`src/rtl/ren_conv_pkg.sv`:
```
// rtl/ren_conv_pkg.sv - shared FSM state type and width defaults for the conv/pool stage
package ren_conv_pkg;
  localparam int ACC_WIDTH_DEF       = 21;
  localparam int PIX_WIDTH_DEF       = 8;
  localparam int RSLT_ADDR_WIDTH_DEF = 6;
  localparam int PIX_MAX             = 255;

  typedef enum logic [1:0] {
    ST_IDLE = 2'd0,
    ST_RUN  = 2'd1,
    ST_DONE = 2'd2
  } state_t;
endpackage

```
`src/rtl/ren_conv_scale.sv`:
```
// rtl/ren_conv_scale.sv - accumulator right-shift and pixel range reduction
// REN_CONV_POOL_SAT_EN selects saturation to 255; default keeps the low pixel bits.
module ren_conv_scale
  import ren_conv_pkg::*;
#(
  parameter int ACC_WIDTH = ACC_WIDTH_DEF,
  parameter int PIX_WIDTH = PIX_WIDTH_DEF
) (
  input  logic [ACC_WIDTH-1:0] acc,
  input  logic [3:0]           shift,
  output logic [PIX_WIDTH-1:0] pix,
  output logic                 ovf
);
  logic [ACC_WIDTH-1:0] scaled;

  assign scaled = acc >> shift;
  assign ovf    = scaled > ACC_WIDTH'(PIX_MAX);

`ifdef REN_CONV_POOL_SAT_EN
  assign pix = ovf ? PIX_WIDTH'(PIX_MAX) : scaled[PIX_WIDTH-1:0];
`else
  assign pix = scaled[PIX_WIDTH-1:0];
`endif
endmodule

```
`src/rtl/ren_conv_pool.sv`:
```
// rtl/ren_conv_pool.sv - scales accumulators, optional pairwise max-pool, writes result memory
// Optional saturation via REN_CONV_POOL_SAT_EN (implemented in ren_conv_scale).
module ren_conv_pool
  import ren_conv_pkg::*;
#(
  parameter int ACC_WIDTH       = ACC_WIDTH_DEF,
  parameter int RSLT_ADDR_WIDTH = RSLT_ADDR_WIDTH_DEF,
  parameter int PIX_WIDTH       = PIX_WIDTH_DEF
) (
  input  logic                       wb_clk_i,
  input  logic                       wb_rst_i,
  input  logic                       soft_reset,
  input  logic                       start,
  input  logic [3:0]                 shift,
  input  logic                       en_max_pool,
  input  logic [7:0]                 result_cols,
  input  logic                       in_valid,
  input  logic [ACC_WIDTH-1:0]       in_data,
  output logic                       in_ready,
  output logic                       rslt_we,
  output logic [RSLT_ADDR_WIDTH-1:0] rslt_addr,
  output logic [PIX_WIDTH-1:0]       rslt_data,
  output logic                       done,
  output logic                       overflow
);
  state_t               state, state_nxt;
  logic [PIX_WIDTH-1:0] pix, held, wr_val;
  logic                 ovf, accept, complete, last, pair_flag, run_start;
  logic [7:0]           wr_cnt;

  ren_conv_scale #(
    .ACC_WIDTH(ACC_WIDTH),
    .PIX_WIDTH(PIX_WIDTH)
  ) u_scale (
    .acc  (in_data),
    .shift(shift),
    .pix  (pix),
    .ovf  (ovf)
  );

  assign in_ready  = (state == ST_RUN);
  assign done      = (state == ST_DONE);
  assign accept    = in_valid & in_ready;
  // With pooling on, only the second sample of a pair produces a write.
  assign complete  = accept & (~en_max_pool | pair_flag);
  assign last      = complete && (wr_cnt == result_cols);
  assign wr_val    = (en_max_pool && (held > pix)) ? held : pix;
  assign run_start = (state == ST_IDLE) && start;

  always_comb begin
    state_nxt = state;
    case (state)
      ST_IDLE: if (start) state_nxt = ST_RUN;
      ST_RUN:  if (last) state_nxt = ST_DONE;
      ST_DONE: if (!start) state_nxt = ST_IDLE;
      default: state_nxt = ST_IDLE;
    endcase
    if (soft_reset) state_nxt = ST_IDLE;
  end

  always_ff @(posedge wb_clk_i or posedge wb_rst_i) begin
    if (wb_rst_i) begin
      state     <= ST_IDLE;
      rslt_we   <= 1'b0;
      rslt_addr <= '0;
      rslt_data <= '0;
      overflow  <= 1'b0;
      pair_flag <= 1'b0;
      held      <= '0;
      wr_cnt    <= '0;
    end else if (soft_reset) begin
      state     <= ST_IDLE;
      rslt_we   <= 1'b0;
      rslt_addr <= '0;
      rslt_data <= '0;
      overflow  <= 1'b0;
      pair_flag <= 1'b0;
      held      <= '0;
      wr_cnt    <= '0;
    end else begin
      state   <= state_nxt;
      rslt_we <= complete;
      if (run_start) begin
        wr_cnt    <= '0;
        pair_flag <= 1'b0;
        rslt_addr <= '0;
        overflow  <= 1'b0;
      end else begin
        // Address reflects the current write; advance once it has been presented.
        if (rslt_we) rslt_addr <= rslt_addr + RSLT_ADDR_WIDTH'(1);
        if (accept) begin
          if (ovf) overflow <= 1'b1;
          pair_flag <= en_max_pool & ~pair_flag;
          if (!pair_flag) held <= pix;
        end
        if (complete) begin
          wr_cnt    <= wr_cnt + 8'd1;
          rslt_data <= wr_val;
        end
      end
    end
  end
endmodule

```
`config.mk`:
```
export PLATFORM = sky130hd
export DESIGN_NAME = ren_conv_pool
export DESIGN_NICKNAME = d
export VERILOG_FILES = /design/src/rtl/ren_conv_pkg.sv /design/src/rtl/ren_conv_scale.sv /design/src/rtl/ren_conv_pool.sv
export SDC_FILE = /design/constraint.sdc
export NUM_CORES = 1
export LEC_CHECK = 0
export CAP_MARGIN = 10
export CORE_AREA = 4 4 87 89
export CTS_BUF_LIST = sky130_fd_sc_hd__clkbuf_8
export DETAILED_ROUTE_END_ITERATION = 10
export DIE_AREA = 0 0 91 93
export HOLD_SLACK_MARGIN = 0.08
export MAX_ROUTING_LAYER = met4
export PLACE_DENSITY = 0.72
export SLEW_MARGIN = 20
export SYNTH_ARGS = -nofsm -noshare
export SYNTH_HDL_FRONTEND = slang
export SYNTH_SLANG_ARGS = --single-unit
```
`constraint.sdc`:
```
create_clock -name wb_clk_i -period 3 [get_ports wb_clk_i]
set_input_delay 0.45 -clock wb_clk_i [delete_from_list [all_inputs] [get_ports wb_clk_i]]
set_output_delay 0.45 -clock wb_clk_i [all_outputs]
set_load 0.02 [all_outputs]
```
======== Word level (Yosys, flattened, before mapping) ========
Index checks and enable logic that the tools add are counted.
cells by class
  reductions and logical operators ........ 14
  bitwise gates (word level) .............. 6
  equal/unequal tests ..................... 8
  multiplexer cells ....................... 27
  add/sub/neg operators ................... 2
  shift operators ......................... 1
  magnitude comparators ................... 2
operators with widths
  cell                                                   number
  2-to-1 mux 8 bit                                       11
  > comparator 21 x 8 -> 1 bit, second input constant    1
  right shift 21 x 4 -> 21 bit                           1
  2-to-1 mux 6 bit                                       3
  nonzero test 3 bit                                     4
  adder 8 x 1 -> 8 bit, second input constant            1
  == test 8 bit                                          1
  > comparator 8 bit                                     1
  2-to-1 mux 1 bit                                       8
  2-to-1 mux 2 bit                                       4
  adder 6 x 1 -> 6 bit, second input constant            1
  inequality test 3 bit, second input constant           2
  case mux 2 bit (3 select lines)                        1
  AND reduction 3 bit                                    2
  inequality test 2 bit, second input constant           2
  AND reduction 2 bit                                    2
  nonzero test 2 bit                                     2
  AND 1 bit                                              3
  logical AND 1 bit                                      3
  inequality test 3 x 2 -> 1 bit, second input constant  1
  == test 2 x 1 -> 1 bit, second input constant          1
  == test 2 bit, second input constant                   1
  zero test 2 bit                                        1
  NOT 1 bit                                              2
  bitwise OR 1 bit                                       1
storage, ports and cells
  logic and storage cells ................. 68
  register bits ........................... 35
  bits of input ports ..................... 39

======== Depth between registers and ports, before layout ========
Gate-level depths: netlist of the first run.
  depth in word-level cells ............... 7
  gate-level depth with buffers ........... 15
  gate-level depth less buffers ........... 11

======== Cells and area by module ========
Synthesis of the first run repeated with hierarchy kept, for this count alone.
second synthesis, totals
  cells, all modules ...................... 291
  area, all modules ....................... 2760.1 um^2
modules (own cells, without submodules)
  module          cells each  area each (um^2)  instances  sequential area each (um^2)
  ren_conv_pool   187         1920.6            1          875.8
  ren_conv_scale  104         839.6             1          0.0

======== Least setup slack after synthesis of the first run ========
No wires, ideal clock.
  path type ............................... in2reg
  from .................................... in shift[3]
  to ...................................... reg rslt_data[1]
  slack ................................... -68 ps
  data arrival time ....................... 2942 ps
  cell stages on the path ................. 13
  data required time ...................... 2874 ps
  path through ............................ clkbuf_1 > mux4_2 > mux2_2 > nand2_1 > o211ai_1 > inv_1 > ha_1 > nor2b_1 > o211ai_1 > nand3_1 > and3_1 > buf_1 > a221o_1
between the ends
  cells in the longest elaborated chain, start to end .. 7
RTL lines
  element                         line                  RTL
  start: declaration              ren_conv_pool.sv:14   input logic [3:0] shift,
  right shift 21 x 4 -> 21 bit *  ren_conv_scale.sv:16  assign scaled = acc >> shift;
  > comparator 8 bit              ren_conv_pool.sv:47   assign wr_val = (en_max_pool && (held > pix)) ? held : pix;
  logical AND 1 bit               ren_conv_pool.sv:47
  2-to-1 mux 8 bit *              ren_conv_pool.sv:47
  2-to-1 mux 8 bit *              ren_conv_pool.sv:96   if (complete) begin
  2-to-1 mux 8 bit *              ren_conv_pool.sv:83   if (run_start) begin
  2-to-1 mux 8 bit *              ren_conv_pool.sv:71   end else if (soft_reset) begin
  end signal: assignment          ren_conv_pool.sv:98   rslt_data <= wr_val;
  end: declaration                ren_conv_pool.sv:22   output logic [PIX_WIDTH-1:0] rslt_data,
Every way passes the cells marked *; elsewhere a longest branch is shown, timed or not. The select of a mux whose other input is x is not followed.
A chain may end at the register's enable or synchronous reset.

======== Worst setup path in the final report of the first run ========
  from .................................... in in_data[11]
  to ...................................... reg rslt_data[5]
between the ends
  cells in the longest elaborated chain, start to end .. 7
RTL lines
  element                         line                  RTL
  start: declaration              ren_conv_pool.sv:18   input logic [ACC_WIDTH-1:0] in_data,
  right shift 21 x 4 -> 21 bit *  ren_conv_scale.sv:16
  > comparator 8 bit              ren_conv_pool.sv:47
  logical AND 1 bit               ren_conv_pool.sv:47
  2-to-1 mux 8 bit *              ren_conv_pool.sv:47
  2-to-1 mux 8 bit *              ren_conv_pool.sv:96
  2-to-1 mux 8 bit *              ren_conv_pool.sv:83
  2-to-1 mux 8 bit *              ren_conv_pool.sv:71
Marks and branches as above.

==> results of run 1 <==
[flip-flops by register name, summed over array words and instances (netlist names)]
signal     cells
held           8
overflow       1
rslt_data      8
state          2
rslt_addr      6
pair_flag      1
rslt_we        1
wr_cnt         8
[final timing paths]
kind                                            from                  endpoint  slack, ps  cells after the start
worst max-delay path                     in_data[11]  rslt_data[5]$_DFFE_PP0P_         70                     12
worst min-delay path                        wb_rst_i  rslt_addr[0]$_DFFE_PP0P_        560                      3
worst max register to register  state[1]$_DFFE_PP0P_  rslt_data[5]$_DFFE_PP0P_       1130                      6
worst min register to register   held[0]$_DFFE_PP0P_       held[0]$_DFFE_PP0P_        560                      1
max in group asynchronous                   wb_rst_i  rslt_data[6]$_DFFE_PP0P_       2140                      3
min in group wb_clk_i            held[0]$_DFFE_PP0P_       held[0]$_DFFE_PP0P_        560                      1
[report_power, final]
group,total (mW),switching [mW],internal [mW]
sequential,0.496,0.0126,0.483
combinational,0.417,0.191,0.225
clock,0.417,0.169,0.247
total,1.33,0.373,0.956
[layer usage]
metal,vias up,global-route usage [%],wire (um)
met1,1200,20.1,3050
met5,-,-,0
met3,10,2.17,306
li1,1231,-,-
met2,73,30.4,3510
met4,0,5.03,106
[metrics by stage]
step / instances / setup slack, ps / utilization, % / hold WS [ps]
after global placement: 443 / -582 / 53.1 / 530
after global routing: 455 / -14.0 / 57.9 / 594
final: 455 / 74.6 / 57.9 / 556
after detailed placement: 443 / -621 / 53.1 / 536
after floorplan: 277 / 15.7 / - / 498
after CTS: 452 / 8.81 / 56.4 / 567
[area by class of cell]
cell class,count,area (um2),area share [%]
clock inverters,3,43.8,1.12
clock buffers,5,68.8,1.76
repair buffers,105,970,24.8
inverters,14,52.6,1.34
multi-input cells,213,1800,46.1
flip-flops and latches,35,876,22.4
well taps,80,100,2.56
[cells in the mapped netlist, types with 4 or more instances]
master and count:
a21oi_1 13, and2_1 9, and3_1 4, nand4_1 6, mux2i_1 11, o21ai_0 8, a22o_1 8, nor3_1 4
buf_1 5, dfrtp_1 35, inv_1 13, nand2_1 18, xor2_1 16, nor2b_1 6, nor2_1 30, ha_1 10
o211ai_1 4, mux2_2 9, buf_2 4, mux4_2 10, clkbuf_1 5, a221o_1 10
[repair_timing]
item | in CTS | in global routing
setup endpoints to repair | 8 | 8
buffers inserted | 2 | 3
gates resized for setup | 25 | 24
pin swaps | 17 | 21
hold buffers | 0 | 0
[layout by cell type (no fill, tap or decap), types with 8 or more instances in the layout]
cell type         n
buf_4            45
a221o_1          10
dfrtp_1          35
and2_1            9
dlymetal6s2s_1   12
a22o_1            8
xor2_1           16
clkdlybuf4s50_1  40
nor2_1           27
mux4_2           10
a21oi_1           9
mux2i_1          11
nand2_1          18
inv_1            10
[cells by family (layout without fill, tap and decap cells)]
family,Yosys count,after routing,synth area share (%)
mux,31,31,17.0
buf+inv,29,127,4.56
flops,35,35,32.9
simple gates,89,89,16.2
compound gates,64,64,18.4
fa+ha+maj,10,10,4.70
xor+xnor,19,19,6.26
[worst max-delay path, stage by stage]
cell and delay, ps:
clkdlybuf4s50_1 530, mux2i_1 130, mux2_2 310, o221ai_2 180, o21a_1 190, inv_2 60, ha_4 280, nand4_1 140
o21ai_1 210, a21oi_2 80, and3_4 210, a221o_1 320
==> impl_results.md, run 1 <==
* Mean area per synthesized cell at 9.60 um2
* Wire per inst at ~15 um
* Final min period at 2930 ps
* Fin crit share at 97.5%
* Placed Area at 3590 um2
* Clock transition at the registers of the reported paths at 70 ps
* Num CTS Buffers at 5
* Design Area, Final at 3910 um2
* Total GRT Usage at about 17%
* Post-Synthesis Cell Area at 2660 um2
* Top cells by area, synth: dfrtp_1, mux4_2, xor2_1, ha_1, nor2_1
* Die width at roughly 90 um
* Layout fillers at 597
* Drt first pass iters at 4
* Die height at approximately 93 um
* Starting Density at 39.4%
* Synth area leader: dfrtp_1
* Critical path arrival at about 3100 ps
* Final ANT Viol Nets at 0
* Kind of critical path: in -> reg
* Fraction of layout cells with a size suffix above 1 at between 20% and 30%
* Cell variety after synth at 45
* Final setup violation count at 0
* Initial antenna violation count at 0
* Worst EP required at 3170 ps
* 1st-iter DRT viols at 129
* Tot Pwr at 1.33 mW
* Port Buf Inserts at between 50 and 60
* First-pass GRT wire length at 11,600 um
* CTS Sinks at 35
* Final nets at 423
* H-tree levels at 2
* Clk Latency, worst-skew pair at 290 ps
* Global route total overflow at 0
* VDD IR max at roughly 270 uV
* Via-to-Cell Ratio at 5.53
* Critical Path End Type: flip-flop
* GP Congestion at about 0.82
* DRC Markers at 0
* Boundary pin count at 57
* Ys async rst share at 100%
* Yosys top cell area share at 32.9%
* Seq/Total Area, Yosys at 32.9%
* Final Max Slew Viols at 0
* Setup TNS at 0 ps
* Synth Instances at 277
* Synth Register Bits at 35
* TritonCTS clock tree: built
* Core area at 6760 um2
* Largest net degree at the start of global routing at 36
* Synth Warn # at 0
* Worst hold path type: in -> async
* Ys flop type: dfrtp_1
* Outcome: complete, no violations
* Max cap viols at 0
* Fmax at between 0.3 and 0.4 GHz
* Synthesis-to-finish area growth at 47.1%
* Clk root buf: clkbuf_8
* Vias in the first global route at 2,503
* CP startpoint kind: input pin
* Relative slew slack at a little under three fifths
* Fin. Hold Viols at 0
* Rows at 30
* PD cells at about 340 nW/um2
* Number of diodes at 0
* CP Max Fanout at 8
* Number of flops mapped to enable cells by yosys at 0
* Die area at 8460 um2
* Syn Nets at 326
* Detailed-route via count at roughly 2,500
* Worst-Margin Slew at 647 ps
* Clock buffer depth at 2
* Pleak at 1.83 nW
* Routed WL at around 7000 um
* Skew final at a little over 5 ps
* Hpwl dp at 5310 um
(Power assumes the default switching activity.)
==> run 2, diff against run 1 <==
--- a/config.mk
+++ b/config.mk
@@ -6,10 +6,10 @@
 export NUM_CORES = 1
 export LEC_CHECK = 0
 export CAP_MARGIN = 10
-export CORE_AREA = 4 4 87 89
+export CORE_AREA = 2 2 85 87
 export CTS_BUF_LIST = sky130_fd_sc_hd__clkbuf_8
 export DETAILED_ROUTE_END_ITERATION = 10
-export DIE_AREA = 0 0 91 93
+export DIE_AREA = 0 0 87 89
 export HOLD_SLACK_MARGIN = 0.08
 export MAX_ROUTING_LAYER = met4
 export PLACE_DENSITY = 0.72
==> run 2 against run 1 <==
Critical path depth stayed put. Combinational power shrank 2%. Flip-flop and latch count stayed put. Cell count fell by 0.44%. Register-to-register slack lost 30 ps. Utilization decreased by 0.23 points. Total power is 0.92% higher.
==> impl_results.md, run 2 (synthesized netlist as in run 1, its figures left out) <==
* Reg power frac at 36.9% (-0.4 points)
* Final ANT Viol Nets at 0 (unchanged)
* Finished Layout Cells at 453 (-0.44%)
* Clock Power Share at 32.6% (+1.3 points)
* Most frequent cells in the layout: buf_4, clkdlybuf4s50_1, dfrtp_1
* Kind of critical path: in -> reg
* CTS Sinks at 35 (unchanged)
* TritonCTS clock tree: built
* Final worst slack at 122 ps (+47.2 ps)
* Worst slack at placement at -588 ps (+32.7 ps)
* CP Max Fanout at 8 (unchanged)
* Layout fillers at 571 (-4.4%)
* Hpwl dp at 5100 um (-3.9%)
* Psw at 368 uW (-1.4%)
* Hold WS at 554 ps (-2.39 ps)
* DRC Markers at 0 (unchanged)
* Port Buf Inserts at 56 (unchanged)
* Largest net degree at the start of global routing at 36 (unchanged)
* Skew final at 8.39 ps (+3.27 ps)
* GP Congestion at 0.877 (+6.6%)
* Most common cell after layout, fill and taps aside: buf_4
* Initial antenna violation count at 0 (unchanged)
* Global route total overflow at 0 (unchanged)
* Routed WL at 6790 um (-2.5%)
* Final nets at 421 (-0.47%)
* Number of diodes at 0 (unchanged)
* Drt first pass iters at 4 (unchanged)
* Clk root buf: clkbuf_8
* VDD IR max at 221 uV (-17%)
* Die width at 87 um (-4.4%)
* Pleak at 1.83 nW (+0.17%)
* Num CTS Buffers at 5 (unchanged)
* Clk Latency, worst-skew pair at 290 ps (about the same)
* Final Max Slew Viols at 0 (unchanged)
* Via-to-Cell Ratio at 5.38 (-2.6%)
* Worst hold path type: in -> async
* First-pass GRT wire length at 11,100 um (-4.6%)
* Starting Density at 39.6% (+0.22 points)
* 1st-iter DRT viols at 99 (-23%)
* Total GRT Usage at 18.5% (+1.5 points)
* Die area at 7740 um2 (-8.5%)
* H-tree levels at 2 (unchanged)
* Relative slew slack at 60.9% (+4.2 points)
* Critical Path End Type: flip-flop
* Worst-Margin Slew at 584 ps (-63.3 ps)
* Fmax at 0.347 GHz (+1.6%)
* Placed Cells at 441 (-0.45%)
* Fraction of layout cells with a size suffix above 1 at 24.9% (-1.7 points)
* Sw Ratio at 27.4% (-0.65 points)
* Clock transition at the registers of the reported paths at 70 ps (about the same)
* Final setup violation count at 0 (unchanged)
* Fin. Hold Viols at 0 (unchanged)
* Hold_buf cts at 0 (unchanged)
* Internal power at 973 uW (+1.8%)
* Rows at 30 (unchanged)
* Clock buffer depth at 2 (unchanged)
* Registers with the most flip-flops: held: 8 flops, rslt_data: 8 flops, wr_cnt: 8 flops
* Power share of the combinational group at 30.5% (-0.8 points)
* Final min period at 2880 ps (-47.2 ps)
* Critical path arrival at 3050 ps (-40 ps)
* Die height at 89 um (-4.3%)
* Setup TNS at 0 ps (unchanged)
* Boundary pin count at 57 (unchanged)
* Worst EP required at 3180 ps (about the same)
* Vias in the first global route at 2,429 (-3.0%)
* Wire per inst at 15.0 um (-2.0%)
* PD cells at 346 nW/um2 (+1.9%)
* Core area at 6720 um2 (-0.56%)
* Detailed-route via count at 2,438 (-3.0%)
* Fin crit share at 95.9% (-1.6 points)
* Synthesis-to-finish area growth at 45.7%
* Outcome: complete, no violations
* Max cap viols at 0 (unchanged)
* CP startpoint kind: input pin
==> run 2: path summary, 6_finish.rpt <==
check	start	end	slack [ps]	cells past startpoint
min in group wb_clk_i	rslt_addr[5]$_DFFE_PP0P_	rslt_addr[5]$_DFFE_PP0P_	560	2
worst min register to register	rslt_addr[5]$_DFFE_PP0P_	rslt_addr[5]$_DFFE_PP0P_	560	2
worst min-delay path	wb_rst_i	rslt_addr[1]$_DFFE_PP0P_	550	3
worst max-delay path	in_data[4]	rslt_data[6]$_DFFE_PP0P_	120	12
max in group asynchronous	wb_rst_i	rslt_data[7]$_DFFE_PP0P_	2140	3
worst max register to register	held[5]$_DFFE_PP0P_	rslt_data[2]$_DFFE_PP0P_	1100	6
==> run 2: cell type report <==
class                           count  area (um2)  share of cell area, %
Multi-Input combinational cell    213        1780                   46.0
Timing Repair Buffer              103         948                   24.5
Tap cell                           80         100                   2.58
Inverter                           14        52.6                   1.36
Sequential cell                    35         876                   22.6
Clock inverter                      2        35.0                  0.904
Clock buffer                        6        82.6                   2.13
==> run 2: power by group through the flow <==
stage | Sequential [mW] | Combinational (mW) | Clock (mW)
floorplan | 0.505 | 0.186 | 0
global placement | 0.503 | 0.356 | 0
detailed placement | 0.503 | 0.361 | 0
CTS | 0.495 | 0.378 | 0.445
global route | 0.497 | 0.445 | 0.465
finish | 0.496 | 0.409 | 0.437
==> run 2: timing repair <==
action                     4_1_cts  5_1_grt
buffers inserted                 2        3
gates resized for setup         18       30
setup endpoints to repair        8        8
pin swaps                       16       13
gates cloned                     0        0
==> run 2: critical path, stage by stage <==
cell and delay (ps):
clkdlybuf4s50_1 460, mux4_2 470, mux2_4 290, nor2_2 130
a221oi_4 50, inv_1 80, ha_1 150, a21oi_2 60
o21a_1 220, a21oi_2 230, a21boi_4 120, a221o_1 360
==> run 2: metal layers <==
layer | global-route usage, % | vias to the layer above | wire (um)
met3 | 2.68 | 7 | 265
met5 | - | - | 0
met1 | 22.9 | 1147 | 3070
met2 | 31.1 | 66 | 3390
met4 | 6.39 | 0 | 74
li1 | - | 1218 | -
==> run 2: metrics by stage <==
| stage | utilization, % | cell area, um2 | power, mW |
|---|---|---|---|
| floorplan | - | 2660 | 0.691 |
| global placement | 53.2 | 3570 | 0.859 |
| detailed placement | 53.2 | 3570 | 0.864 |
| CTS | 55.9 | 3750 | 1.32 |
| global route | 57.7 | 3880 | 1.41 |
| finish | 57.7 | 3880 | 1.34 |
==> run 3, diff against run 2 <==
--- a/config.mk
+++ b/config.mk
@@ -6,13 +6,13 @@
 export NUM_CORES = 1
 export LEC_CHECK = 0
 export CAP_MARGIN = 10
-export CORE_AREA = 2 2 85 87
+export CORE_AREA = 2 2 98 100
 export CTS_BUF_LIST = sky130_fd_sc_hd__clkbuf_8
 export DETAILED_ROUTE_END_ITERATION = 10
-export DIE_AREA = 0 0 87 89
+export DIE_AREA = 0 0 100 102
 export HOLD_SLACK_MARGIN = 0.08
 export MAX_ROUTING_LAYER = met4
-export PLACE_DENSITY = 0.72
+export PLACE_DENSITY = 0.59
 export SLEW_MARGIN = 20
 export SYNTH_ARGS = -nofsm -noshare
 export SYNTH_HDL_FRONTEND = slang
==> run 3 against run 2 <==
Area after synthesis is the same. The run now fails in 5_2_route. Synthesized cell count unchanged. Global-route usage down 3.8 points.
==> impl_results.md, run 3 <==
* Global route total overflow at 0 (unchanged)
* H-tree levels at 2 (unchanged)
* Largest net degree at the start of global routing at 21 (-42%)
* Cell variety after synth at 45 (unchanged)
* Number of flops mapped to enable cells by yosys at 0 (unchanged)
* Worst-path end type: sequential cell input
* Outcome: aborted with a tool error
* Hold_buf cts at 0 (unchanged)
* Top-count cell post-synth: dfrtp_1
* Initial antenna violation count at 0 (unchanged)
* Top cells by area, synth: dfrtp_1, mux4_2, xor2_1, ha_1, nor2_1
* Yosys top cell area share at 32.9% (unchanged)
* Grt repair worst endpoint: rslt_data[1]$_DFFE_PP0P_/D
* Ys async rst share at 100% (unchanged)
* Placed Cells at 474 (+7.5%)
* Log Error: [ERROR DRT-0255] Maze Route cannot find path of net wb_clk_i in worker of routeBox ( 48300 0 ) ( 100000 48300 ).
* Placed Area at 3640 um2 (+1.9%)
* Rows at 35 (+17%)
* Mean area per synthesized cell at 9.60 um2 (unchanged)
* Ys flop type: dfrtp_1
* Syn Nets at 326 (unchanged)
* Boundary pin count at 57 (unchanged)
* Die height at 102 um (+15%)
* Starting Density at 29.2% (-10 points)
* Stop stage: 5_2_route
* First-pass GRT wire length at 11,800 um (+6.2%)
* Num CTS Buffers at 5 (unchanged)
* Seq/Total Area, Yosys at 32.9% (unchanged)
* Synth area leader: dfrtp_1
* Total GRT Usage at 14.7% (-3.8 points)
* Hpwl dp at 5420 um (+6.3%)
* Synth cell count leaders: dfrtp_1, nor2_1, nand2_1
* CTS Sinks at 35 (unchanged)
* Synth Warn # at 0 (unchanged)
* Synth Instances at 277 (unchanged)
* GP Congestion at 0.839 (-4.4%)
* Post-Synthesis Cell Area at 2660 um2 (unchanged)
* Clk root buf: clkbuf_8
* Clock buffer depth at 2 (unchanged)
* Port Buf Inserts at 56 (unchanged)
* Synth Register Bits at 35 (unchanged)
* Vias in the first global route at 2,424 (-0.21%)
* Die width at 100 um (+15%)
[run 3: through the flow]
step	setup slack (ps)	TNS, ps
after global routing	-5.00	-5.00
after CTS	0.595	0
after detailed placement	-633	-4900
after global placement	-588	-4590
after floorplan	15.7	0
[run 3: kinds of logic after synthesis]
logic type	synth area share [%]
flip-flops	32.9
buffers and inverters	4.56
adder cells (fa/ha/maj)	4.70
AO/OA/AOI/OAI	18.4
AND/OR/NAND/NOR	16.2
multiplexers	17.0
XOR/XNOR	6.26
[run 3: layer usage]
layer and global-route usage [%]:
met2 22.8, met3 1.78, met4 4.85, met5 -
met1 20.2
[run 3: repair_timing]
| item | in CTS | in global routing |
|---|---|---|
| endpoints found under the setup margin | 8 | 8 |
| gates cloned | 0 | 1 |
| resized for setup | 24 | 29 |
| buffers inserted | 3 | 3 |
| pin swaps | 19 | 16 |
==> run 4, diff against run 3 <==
--- a/config.mk
+++ b/config.mk
@@ -6,13 +6,10 @@
 export NUM_CORES = 1
 export LEC_CHECK = 0
 export CAP_MARGIN = 10
-export CORE_AREA = 2 2 98 100
-export CTS_BUF_LIST = sky130_fd_sc_hd__clkbuf_8
+export CORE_AREA = 2 2 119 121
 export DETAILED_ROUTE_END_ITERATION = 10
-export DIE_AREA = 0 0 100 102
-export HOLD_SLACK_MARGIN = 0.08
-export MAX_ROUTING_LAYER = met4
-export PLACE_DENSITY = 0.59
+export DIE_AREA = 0 0 121 123
+export PLACE_DENSITY_LB_ADDON = 0.15
 export SLEW_MARGIN = 20
 export SYNTH_ARGS = -nofsm -noshare
 export SYNTH_HDL_FRONTEND = slang
==> run 4 against run 3 <==
The flow now finishes without violations. Global-route usage is 3.8 points lower.
==> impl_results.md, run 4 (synthesized netlist as in run 1, its figures left out) <==
* Outcome: complete, no violations
* Kind of critical path: in -> reg
* Met2 wire len at ~4000 um
* RR Startpoint: held[7]$_DFFE_PP0P_
* Final worst slack at 86.6 ps
* Highest Signal Layer: met4
* Wire per inst at 14.2 um
* Worst R2R Path Depth at 7
* CP Max Fanout at 8
* Drt first pass iters at 4
* Die width at 121 um (+21%)
* Final nets at between 400 and 500
* Worst EP required at 3160 ps
* Clock buffer depth at 2 (unchanged)
* Clk Latency, worst-skew pair at 280 ps
* GP Congestion at 0.766 (-8.7%)
* Final setup violation count at 0
* Clk root buf: clkbuf_16
* Fmax at around 0.34 GHz
* Skew final at 4.12 ps
* Largest net degree at the start of global routing at 36 (+71%)
* CP startpoint kind: input pin
* Setup TNS at 0 ps
* Hold_buf cts at 0 (unchanged)
* FF-to-FF End: rslt_data[0]$_DFFE_PP0P_
* Vias in the first global route at 2,567 (+5.9%)
* Die area at 14,900 um2
* Fin. Hold Viols at 0
* Pleak at approximately 1.9 nW
* 1st-iter DRT viols at 115
* TritonCTS clock tree: built
* Number of diodes at 0
* Boundary pin count at 57 (unchanged)
* PD cells at 364 nW/um2
* Worst Setup SP: in_data[15]
* Fin crit share at a little over nine tenths
* Total GRT Usage at 10.9% (-3.8 points)
* Worst-Margin Slew at 590 ps
* Max cap viols at 0
* Starting Density at 19.5% (-9.7 points)
* Synthesis-to-finish area growth at 55.7%
* Rows at 43 (+23%)
* Met3 WL at 216 um
* Global route total overflow at 0 (unchanged)
* Worst hold path type: reg -> reg
* Core area at 13,600 um2
* Final min period at 2910 ps
* Setup slack, reg-to-reg at 1120 ps
* Final Max Slew Viols at 0
* Detailed-route via count at between 2,000 and 3,000
* Hpwl dp at 6290 um (+16%)
* Clock transition at the registers of the reported paths at 50 ps
* Relative slew slack at 60.5%
* H-tree levels at 2 (unchanged)
* Most frequent cells in the layout: buf_4, clkdlybuf4s50_1, dfrtp_1
* Port Buf Inserts at 56 (unchanged)
* Worst setup path end: rslt_data[0]$_DFFE_PP0P_
* Critical path arrival at 3070 ps
* Critical Path End Type: flip-flop
* Initial antenna violation count at 0 (unchanged)
* Fraction of layout cells with a size suffix above 1 at 27.4%
* Die height at 123 um (+21%)
* CTS Sinks at 35 (unchanged)
* Num CTS Buffers at 5 (unchanged)
* First-pass GRT wire length at 13,000 um (+11%)
* Final ANT Viol Nets at 0
* DRC Markers at 0
* Layout fillers at 1,444
* Met1 WL at 3640 um
* Routed WL at 8070 um
* Via-to-Cell Ratio at 4.41
* Registers with the most flip-flops: held: 8 flops, rslt_data: 8 flops, wr_cnt: 8 flops
* VDD IR max at 219 uV
* Most common cell after layout, fill and taps aside: buf_4
* Worst slack at placement at -664 ps (-31.0 ps)
[run 4: cell type report]
| type | count | area [um2] | area share [%] |
|---|---|---|---|
| sequential | 35 | 876 | 21.1 |
| tap | 180 | 225 | 5.44 |
| clock inverter | 3 | 43.8 | 1.06 |
| clock buffer | 5 | 125 | 3.02 |
| inverter | 14 | 52.6 | 1.27 |
| timing repair buffer | 120 | 1070 | 25.9 |
| multi-input combinational | 213 | 1750 | 42.2 |
[run 4: how the worst min path moves through the flow]
stage	cells past startpoint	end	start
after floorplan	1	held[0]$_DFFE_PP0P_	held[0]$_DFFE_PP0P_
after global placement	1	held[0]$_DFFE_PP0P_	held[0]$_DFFE_PP0P_
after detailed placement	1	held[0]$_DFFE_PP0P_	held[0]$_DFFE_PP0P_
after CTS	1	held[0]$_DFFE_PP0P_	held[0]$_DFFE_PP0P_
after global routing	1	held[2]$_DFFE_PP0P_	held[2]$_DFFE_PP0P_
final	1	held[0]$_DFFE_PP0P_	held[0]$_DFFE_PP0P_
[run 4: layer usage]
metal | vias up | global-route usage, %
met1 | 1198 | 13.8
met5 | - | 0
li1 | 1256 | -
met2 | 46 | 19.4
met4 | 0 | 3.63
met3 | 11 | 1.34
[run 4: worst max-delay path: stages]
cell and delay [ps]:
clkdlybuf4s15_1 260, mux4_2 530, mux2_4 290, a221o_1 340
inv_1 60, ha_1 240, nand4_1 90, o21ai_1 80
a21oi_2 140, a21boi_1 80, buf_4 160, a221o_1 350
[run 4: metrics by stage]
stage               hold slack [ps]  std cells  util [%]  power, mW  cell area [um2]
floorplan                       498        277         -      0.691             2660
global placement                522        552      27.9      0.890             3790
detailed placement              534        552      27.9      0.890             3790
CTS                             547        566      29.8       1.51             4060
global route                    587        570      30.4       1.59             4140
finish                          542        570      30.4       1.51             4140
[run 4: timing repair]
item | in CTS | in global routing
pin swaps | 5 | 17
hold endpoints to repair | 0 | 0
gates resized for setup | 31 | 18
buffers inserted | 5 | 4
endpoints found under the setup margin | 8 | 8
gates cloned | 1 | 0
[run 4: power breakdown]
| group | total, mW | internal (mW) | switching [mW] |
|---|---|---|---|
| clock | 0.592 | 0.392 | 0.201 |
| combinational | 0.420 | 0.230 | 0.190 |
| sequential | 0.496 | 0.484 | 0.0121 |
| total | 1.51 | 1.10 | 0.403 |
==> patch, RTL diff (settings of run 4) <==
The option `REN_CONV_POOL_SAT_EN` is turned on by a define.
--- a/src/rtl/ren_conv_scale.sv
+++ b/src/rtl/ren_conv_scale.sv
@@ -1,5 +1,7 @@
 // rtl/ren_conv_scale.sv - accumulator right-shift and pixel range reduction
 // REN_CONV_POOL_SAT_EN selects saturation to 255; default keeps the low pixel bits.
+`define REN_CONV_POOL_SAT_EN
+
 module ren_conv_scale
   import ren_conv_pkg::*;
 #(
Function: changed (Yosys sat finds a counterexample within 4 cycles, from zero or initial values and one cycle with wb_rst_i high).
==> patch against run 4 <==
Setup slack worse by 0.17 ns. Area after synthesis is 1.4% higher. The flow now finishes with violations (negative setup slack). Combinational power is 5.2% higher. Fmax is 5.6% lower. Sequential power is 1% higher. Power is 7.9% higher. Cell area is 9.5% higher. Wire length is 9.3% higher. Sequential cell count stayed put.
==> patch: results (changes against run 4) <==
INFO  drt            dr.first_iter.drc_count=158 [was 115]
INFO  outcome        violations_in_the_final_reports=negative setup slack
INFO  power_and_ir_drop power_density_of_the_placed_cells=359.0nW/um^2 [was 364.0 nW/um^2]
INFO  drt            met1Wirelength=4.276mm [was 3.644 mm]
INFO  setup_path     crit_arrival=3.27ns [was 3.07 ns]
INFO  synthesis      synth_xor_area_frac=0.06169 [was 0.06256]
INFO  layout         drive_gt1_frac=0.3457 [was 0.2744]
INFO  power_and_ir_drop leakage=1.930nW [was 1.868 nW]
INFO  global_routing first_global_vias=2,782 [was 2,567]
INFO  layout         fillCellCount=1,398 [was 1,444]
INFO  timing         final_critical_path_setup_slack=-0.08503ns [was 0.08659 ns]
INFO  power_and_ir_drop comb_power_share=0.271 [was 0.278]
INFO  layout         design.final.nets=479 [was 438]
INFO  synthesis      synthesized_area_fraction_occupied_by_adder_cells=0.04638 [was 0.04704]
INFO  setup_path     r2r_setup_slack=1.07ns [was 1.12 ns]
INFO  global_routing grtUsageMet3=0.02260 [was 0.01338]
INFO  synthesis      synth_compound_gate_area_share=0.1763 [was 0.1839]
INFO  synthesis      main_combinational_cell_family_by_area_after_synthesis=simple AND/OR/NAND/NOR gates [was compound AO/OA/AOI/OAI gates]
INFO  global_routing grtUsageTotal=0.1220 [was 0.1095]
INFO  synthesis      synth.avg_cell_area=8.730squm [was 9.603 sq um]
INFO  synthesis      yosysSeqAreaShare=0.3247 [was 0.3293]
INFO  global_routing met1_usage=0.1651 [was 0.1378]
INFO  setup_path     regToRegStartpoint=held[1] [was held[7]]
INFO  worst_hold_path holdPathEnd=rslt_data[2] [was held[0]]
INFO  worst_hold_path min_path_cells=2 [was 1]
INFO  outcome        result_of_the_run=complete, but fails checks [was finished clean]
INFO  place          dp_hpwl=6.228mm [was 6.290 mm]
INFO  drt            vias=2,738 [was 2,511]
INFO  place          finalWeightedCongestion=0.7501 [was 0.7655]
INFO  timing         clock-skew-final=0.003646ns [was 0.004124 ns]
INFO  synthesis      synth_fp_nets=358 [was 326]
INFO  timing         final-setup-viol-count=8 [was 0]
INFO  global_routing grt_pass1_wl=14.30mm [was 13.00 mm]
INFO  power_and_ir_drop power.share.clock=0.420 [was 0.393]
INFO  place          number_of_placed_instances_taps_included=586 [was 552]
==> patch: changes by cell type in the layout (fill, tap and decap cells not counted), moves of 5 or more <==
cell and delta:
nand2_1 +24, a221o_1 -10, inv_1 -6, nor2_1 +8
buf_6 +8, mux2i_1 +5, dlygate4sd2_1 -5, and2_1 -9
a22o_1 -7, nor3_2 +5, o21ai_0 +6
==> patch: through the flow <==
step	setup TNS, ns	instance area, sq um
after floorplan	-0.7051	2745
after global placement	-6.526	3866
after detailed placement	-6.735	3866
after CTS	-0.08964	4392
after global routing	-1.509	4534
final	-0.5206	4534
==> patch: layout make-up <==
class / count / share of cell area
Inverter: 8 / 0.006623
Timing Repair Buffer: 127 / 0.2638
Multi-Input combinational cell: 253 / 0.4451
Clock inverter: 2 / 0.01325
Sequential cell: 35 / 0.1932
Clock buffer: 6 / 0.02842
Tap cell: 180 / 0.04967
==> patch: how the worst max path moves through the flow <==
stage	from	endpoint	slack (ns)	cells after the start
detailed placement	shift[1]	rslt_data[3]	-0.85	17
floorplan	shift[0]	rslt_data[7]	-0.09	15
CTS	shift[0]	rslt_data[6]	-0.04	14
global placement	shift[1]	rslt_data[1]	-0.83	14
global route	shift[1]	rslt_data[0]	-0.21	15
finish	shift[0]	rslt_data[7]	-0.09	16
==> patch: what timing repair did <==
item / in CTS / in global routing
resized for setup: 100 / 24
gates cloned: 3 / 0
setup buffers: 10 / 4
pin swaps: 20 / 22
endpoints found under the setup margin: 8 / 8
==> patch: critical path, cell delays in order <==
cell and delay (ns):
buf_8 0.10, buf_6 0.11, nand2b_4 0.15, a32oi_2 0.26
nor4_2 0.08, a311o_2 0.42, o211ai_4 0.19, nor2_4 0.09
ha_4 0.28, nor2b_4 0.12, o21a_1 0.11, o21a_1 0.16
o21bai_4 0.10, a21oi_4 0.33, nor3_1 0.08, o31ai_1 0.24
